$ cat src/rtl/mux_n_to_1_stream_if.sv
// Stream selector bus: N input channels plus one registered output stream.
// master = producer/consumer side (testbench, system), slave = the selector.
interface mux_n_to_1_stream_if #(
   parameter int WIDTH = 32,
   parameter int N     = 8,
   parameter int SEL_W = $clog2(N)
);
   logic [N*WIDTH-1:0] in_data;
   logic [N-1:0]       in_valid;
   logic [N-1:0]       in_ready;
   logic               mode;
   logic [SEL_W-1:0]   sel;
   logic [WIDTH-1:0]   out_data;
   logic [SEL_W-1:0]   out_src;
   logic               out_valid;
   logic               out_ready;

   modport master (
      output in_data, in_valid, mode, sel, out_ready,
      input  in_ready, out_data, out_src, out_valid
   );

   modport slave (
      input  in_data, in_valid, mode, sel, out_ready,
      output in_ready, out_data, out_src, out_valid
   );
endinterface

$ cat src/rtl/mux_n_to_1_stream.sv
// N-input registered stream selector with valid/ready handshake.
// Explicit (mode=0, sel) or round-robin (mode=1) source selection.
// Optional build macro MUX_N_SKID_EN: adds a skid slot behind the output
// register so in_ready no longer depends combinationally on out_ready.
module mux_n_to_1_stream #(
   parameter int WIDTH = 32,
   parameter int N     = 8,
   parameter int SEL_W = $clog2(N)
) (
   input logic                  clk,
   input logic                  reset_n,
   mux_n_to_1_stream_if.slave   bus
);

   localparam int unsigned NU = N;

   logic [SEL_W-1:0] rr_ptr;
   logic [SEL_W-1:0] gidx;
   logic             gvalid;
   logic [WIDTH-1:0] gdata;
   logic             can_load;
   logic             load;
   logic [N-1:0]     ready_vec;
   int unsigned      rr_idx;

   logic [WIDTH-1:0] out_data_q;
   logic [SEL_W-1:0] out_src_q;
   logic             out_valid_q;

   // Grant: explicit channel or first valid channel at/after rr_ptr (wrapping)
   always_comb begin
      gvalid = 1'b0;
      gidx   = '0;
      rr_idx = 0;
      if (!bus.mode) begin
         for (int unsigned i = 0; i < NU; i++) begin
            if (bus.sel == SEL_W'(i) && bus.in_valid[i]) begin
               gvalid = 1'b1;
               gidx   = SEL_W'(i);
            end
         end
      end else begin
         // Walk offsets from farthest to nearest so the nearest valid wins.
         for (int unsigned k = 0; k < NU; k++) begin
            rr_idx = (int'(rr_ptr) + (NU - 1 - k)) % NU;
            if (bus.in_valid[rr_idx]) begin
               gvalid = 1'b1;
               gidx   = SEL_W'(rr_idx);
            end
         end
      end
   end

   // Granted word, handshake qualifiers and one-hot ready
   always_comb begin
      gdata     = bus.in_data[int'(gidx)*WIDTH +: WIDTH];
      load      = reset_n & gvalid & can_load;
      ready_vec = '0;
      if (load) ready_vec[gidx] = 1'b1;
   end

   assign bus.in_ready  = ready_vec;
   assign bus.out_data  = out_data_q;
   assign bus.out_src   = out_src_q;
   assign bus.out_valid = out_valid_q;

   // Round-robin pointer: moves past the winner only on mode=1 transfers
   always_ff @(posedge clk) begin
      if (!reset_n) begin
         rr_ptr <= '0;
      end else if (load && bus.mode) begin
         rr_ptr <= (gidx == SEL_W'(N - 1)) ? '0 : gidx + 1'b1;
      end
   end

`ifdef MUX_N_SKID_EN
   logic             skid_full;
   logic [WIDTH-1:0] skid_data;
   logic [SEL_W-1:0] skid_src;

   assign can_load = ~skid_full;

   // Output register refills from the skid slot first; a stalled output
   // parks at most one new word in the skid slot.
   always_ff @(posedge clk) begin
      if (!reset_n) begin
         out_data_q  <= '0;
         out_src_q   <= '0;
         out_valid_q <= 1'b0;
         skid_full   <= 1'b0;
         skid_data   <= '0;
         skid_src    <= '0;
      end else if (!out_valid_q || bus.out_ready) begin
         if (skid_full) begin
            out_data_q  <= skid_data;
            out_src_q   <= skid_src;
            out_valid_q <= 1'b1;
            skid_full   <= 1'b0;
         end else if (load) begin
            out_data_q  <= gdata;
            out_src_q   <= gidx;
            out_valid_q <= 1'b1;
         end else begin
            out_valid_q <= 1'b0;
         end
      end else if (load) begin
         skid_data <= gdata;
         skid_src  <= gidx;
         skid_full <= 1'b1;
      end
   end
`else
   assign can_load = ~out_valid_q | bus.out_ready;

   // Single output register: load, drain, or hold while stalled
   always_ff @(posedge clk) begin
      if (!reset_n) begin
         out_data_q  <= '0;
         out_src_q   <= '0;
         out_valid_q <= 1'b0;
      end else if (load) begin
         out_data_q  <= gdata;
         out_src_q   <= gidx;
         out_valid_q <= 1'b1;
      end else if (bus.out_ready) begin
         out_valid_q <= 1'b0;
      end
   end
`endif

endmodule

$ cat src/flat_wrapper.sv
// flat-port wrapper written by rule: the top's interface ports become plain ports
module mux_n_to_1_stream_flat 
#(
   parameter int WIDTH = 32,
   parameter int N     = 8,
   parameter int SEL_W = $clog2(N)
)
  (clk, reset_n, bus_in_data, bus_in_valid, bus_mode, bus_sel, bus_out_ready, bus_in_ready, bus_out_data, bus_out_src, bus_out_valid);
  mux_n_to_1_stream_if #(.WIDTH(WIDTH), .N(N), .SEL_W(SEL_W)) bus_i ();
  input logic clk;
  input logic reset_n;
  input wire logic [$bits(bus_i.in_data)-1:0] bus_in_data;
  input wire logic [$bits(bus_i.in_valid)-1:0] bus_in_valid;
  input wire logic [$bits(bus_i.mode)-1:0] bus_mode;
  input wire logic [$bits(bus_i.sel)-1:0] bus_sel;
  input wire logic [$bits(bus_i.out_ready)-1:0] bus_out_ready;
  output wire logic [$bits(bus_i.in_ready)-1:0] bus_in_ready;
  output wire logic [$bits(bus_i.out_data)-1:0] bus_out_data;
  output wire logic [$bits(bus_i.out_src)-1:0] bus_out_src;
  output wire logic [$bits(bus_i.out_valid)-1:0] bus_out_valid;
  assign bus_i.in_data = bus_in_data;
  assign bus_i.in_valid = bus_in_valid;
  assign bus_i.mode = bus_mode;
  assign bus_i.sel = bus_sel;
  assign bus_i.out_ready = bus_out_ready;
  assign bus_in_ready = bus_i.in_ready;
  assign bus_out_data = bus_i.out_data;
  assign bus_out_src = bus_i.out_src;
  assign bus_out_valid = bus_i.out_valid;
  mux_n_to_1_stream #(.WIDTH(WIDTH), .N(N), .SEL_W(SEL_W)) u_core (.clk(clk), .reset_n(reset_n), .bus(bus_i));
endmodule
$ cat config.mk
export PLATFORM = sky130hd
export DESIGN_NAME = mux_n_to_1_stream_flat
export DESIGN_NICKNAME = d
export VERILOG_FILES = /design/src/rtl/mux_n_to_1_stream_if.sv /design/src/rtl/mux_n_to_1_stream.sv /design/src/flat_wrapper.sv
export SDC_FILE = /design/constraint.sdc
export NUM_CORES = 1
export LEC_CHECK = 0
export BUFFER_PORTS_ARGS = -buffer_cell sky130_fd_sc_hd__buf_2
export CAP_MARGIN = 20
export CORE_AREA = 2 2 124 126
export DETAILED_ROUTE_END_ITERATION = 10
export DIE_AREA = 0 0 126 128
export PLACE_DENSITY_LB_ADDON = 0.08
export SYNTH_ARGS = -nofsm -noshare
export SYNTH_HDL_FRONTEND = slang
export SYNTH_SLANG_ARGS = --single-unit
$ cat constraint.sdc
create_clock -name clk -period 4.7 [get_ports clk]
set_input_delay 0.94 -clock clk [delete_from_list [all_inputs] [get_ports clk]]
set_output_delay 0.94 -clock clk [all_outputs]
set_load 0.1 [all_outputs]
==> summary.txt <==
Place
  • Port bufs: 314
  • Worst slack at placement: 0.261 ns
  • Routability cong.: 0.818
  • Placed inst area: 6320 µm²
  • Dpl hpwl: 13,800 µm

Critical path
  • Crit path launch type: flop
  • Critical path buffers and inverters: 2
  • Reg2Reg Depth: 11
  • Worst-path fanout max: 7
  • Critical path class: reg2out
  • CP delay by family, top: multiplexers
  • Crit end category: output port
  • Worst path arrival time: 3.52 ns
  • Worst R2R Start: u_core.rr_ptr[1]
  • R2R setup slack: 0.72 ns
  • CP max stage delay: 0.61 ns
  • Worst r2r dst: u_core.bus.out_data[12]
  • WP data required: 3.76 ns
  • Worst path depth: 10
  • Crit-path cells: inv_1 > ha_1 > mux4_2 > mux2_2 > or2_4 > a31o_4 > o21ai_4 > nand2_1 > nor2_2 > buf_12
  • CP max stage cell: mux4_2

Global route
  • Vias in the first global route: 5,035
  • Total GRT Usage: 20.4%
  • First-pass GRT wire length: 26,300 µm
  • Largest net degree at the start of global routing: 75
  • Initial antenna violation count: 1
  • Grt total ovfl: 0

STA
  • Fmax: 224 MHz
  • Clock Skews: 0.00548 ns
  • Final WS setup: 0.243 ns
  • Slew Limit Headroom: 43.4%
  • Fin crit share: 94.8%
  • Final Hold Vio Count: 0
  • Least-Margin Pin Slew: 0.848 ns
  • Final Setup Violations: 0
  • Min Clock Period, post-route: 4.46 ns
  • Final Max Tran Viols: 0

Die
  • IO Count: 315
  • Die Y: 128 µm
  • Die Area: 16,100 µm²
  • Row cnt: 45
  • Core area: 14,900 µm²
  • Die Wd: 126 µm
  • Initial core utilization: 30.7%

CTS
  • CTS Sinks: 39
  • Num CTS Buffers: 5
  • CTS tree: yes
  • Clock tree buffer depth: 2
  • CTS H-Tree Depth: 2
  • Root Driver: clkbuf_16
  • Clock Latency Late Sink: 0.28 ns
  • Clock transition at path regs: 0.07 ns

Yosys
  • Synth Instances: 447
  • YS warnings: 0
  • Yosys top cell area share: 17.2%
  • Top-count cell post-synth: nand2_1
  • Synth Net Count: 721
  • Top cell type by total area after synthesis: mux4_1
  • Top FF cell, synth: dfxtp_1
  • Ys async rst share: 0%
  • Synthesized flop and latch total: 39
  • Post-synth EDFFs: 0
  • Most common library cells after synthesis: nand2_1, mux2_2, dfxtp_1
  • Syn Area/Cell: 10.2 µm²
  • Library cells used by synthesis: 50
  • Seq/Total Area, Yosys: 17.1%
  • Synth area leaders: mux4_1, dfxtp_1, mux2_2
  • Post-synthesis cell area: 4570 µm²

Pwr
  • Total power per unit cell area: 303 nW/µm²
  • Maximum VDD drop: 193 µV
  • Static leakage: 3.01 nW

Final layout
  • Area Growth Syn to Fin: 42.2%
  • Reg area: 781 µm²
  • Filler instances: 1,524
  • Nets: 1,010
  • Fraction of layout instances using a drive strength above 1: 55.9%
  • Final instance area: 6500 µm²
  • Footprint of the multi-input gates: 3470 µm²

Worst hold path
  • Worst Hold Class: reg2reg
  • Worst Hold Path EP: u_core.bus.out_src[0]
  • Worst hold start: u_core.bus.out_src[0]
  • Worst Hold Depth: 2

Route
  • DRT iter0 DRCs: 246
  • Drt wl/cell: 18.6 µm
  • Via/cell ratio: 5.33
  • DRT antenna net count: 0
  • Drt drc: 0
  • Vias: 4,935
  • Final WL: 17,200 µm
  • Drt pass-1 iters: 4

Job
  • Max cap viols: 0

Status
  • Run status: finished clean
-- power by group --
group          switching [mW]  internal, mW  total (mW)
Clock                   0.147         0.267       0.414
Sequential             0.0176         0.367       0.385
Combinational           0.706         0.463        1.17
-- placed cells by master (no fill, tap or decap), types with 2 or more instances in the layout --
master	instances
nand2_1	46
nand4_1	2
o21ai_0	38
nand2b_1	4
and3_1	3
a221oi_1	4
nor2b_1	6
mux2_2	44
dfxtp_1	39
clkbuf_16	5
a22oi_1	34
nor3_1	3
nor2b_4	2
a21oi_1	3
buf_4	12
mux2_1	27
or2_2	2
and2_1	2
inv_1	9
mux2i_1	6
a31oi_1	32
a21o_1	2
nor2_2	3
o221ai_1	3
nor2_1	9
buf_2	306
nor2_4	2
mux4_2	16
a21boi_0	4
buf_12	9
nand3_1	2
mux4_1	30
ha_1	3
xor2_1	4
-- worst register-to-register path, delay by kind of cell (launching register included) --
kind | cells | cell delay (ns)
muxes | 3 | 1.60
AOI/OAI and AO/OA | 3 | 0.52
buffers and inverters | 2 | 0.50
adders and majority gates | 1 | 0.49
and+or+nand+nor | 2 | 0.38
DFF | 1 | 0.34
-- worst max-delay path by stage --
stage	start	endpoint
6_report	u_core.rr_ptr[1]	bus_in_ready[0]
5_1_grt	u_core.rr_ptr[1]	bus_in_ready[3]
4_1_cts	u_core.rr_ptr[1]	bus_in_ready[0]
3_5_place_dp	bus_in_valid[6]	bus_in_ready[3]
3_3_place_gp	bus_in_valid[6]	bus_in_ready[3]
2_1_floorplan	u_core.rr_ptr[1]	bus_in_ready[3]
-- stage by stage --
step	TNS, ns	power (mW)	hold WS (ns)	cells	utilization, %
after CTS	0	1.99	0.498	925	43.7
final	0	1.97	0.497	926	43.7
after detailed placement	0	1.57	0.472	917	42.5
after global placement	0	1.56	0.472	917	42.5
after global routing	-0.00361	2.08	0.540	926	43.7
after floorplan	-1.91	1.30	0.765	447	-
-- cells by family (layout without fill, tap and decap cells) --
group | after synthesis | in the layout | share of synthesized area (%)
muxes | 124 | 124 | 44.2
DFF | 39 | 39 | 17.1
xor gates and xnor gates | 5 | 5 | 0.958
AOI/OAI and AO/OA | 132 | 132 | 19.8
and+or+nand+nor | 90 | 90 | 9.03
buffers and inverters | 54 | 344 | 8.16
other | 0 | 1 | 0
adders and majority gates | 3 | 3 | 0.821
-- registers in the layout, indices dropped and copies added, names as in the netlist --
register and flops:
u_core.bus.out_data 32, u_core.bus.out_src 3, u_core.rr_ptr 3, u_core.bus.out_valid 1
-- per-layer routing --
metal	track usage [%]	vias up	share of wire (%)
met1	24.3	2355	39
met2	39.1	200	54
li1	-	2366	-
met5	0	-	0
met3	2.59	14	5.2
met4	4.14	0	1.0
-- timing repair --
action / in CTS / in global routing
hold buffers: 0 / 0
gates resized for setup: 0 / 1
setup buffers: 0 / 0
endpoints found under the hold margin: 0 / 0
endpoints found under the setup margin: 0 / 2
-- layout make-up --
class	instances	area share, %
diodes	1	0.0385
clock buffers	6	2.14
multi-input cells	354	53.4
flip-flops and latches	39	12.0
well taps	188	3.62
repair buffers	327	27.7
clock inverters	2	0.597
inverters	9	0.520
(Power assumes the default switching activity.)
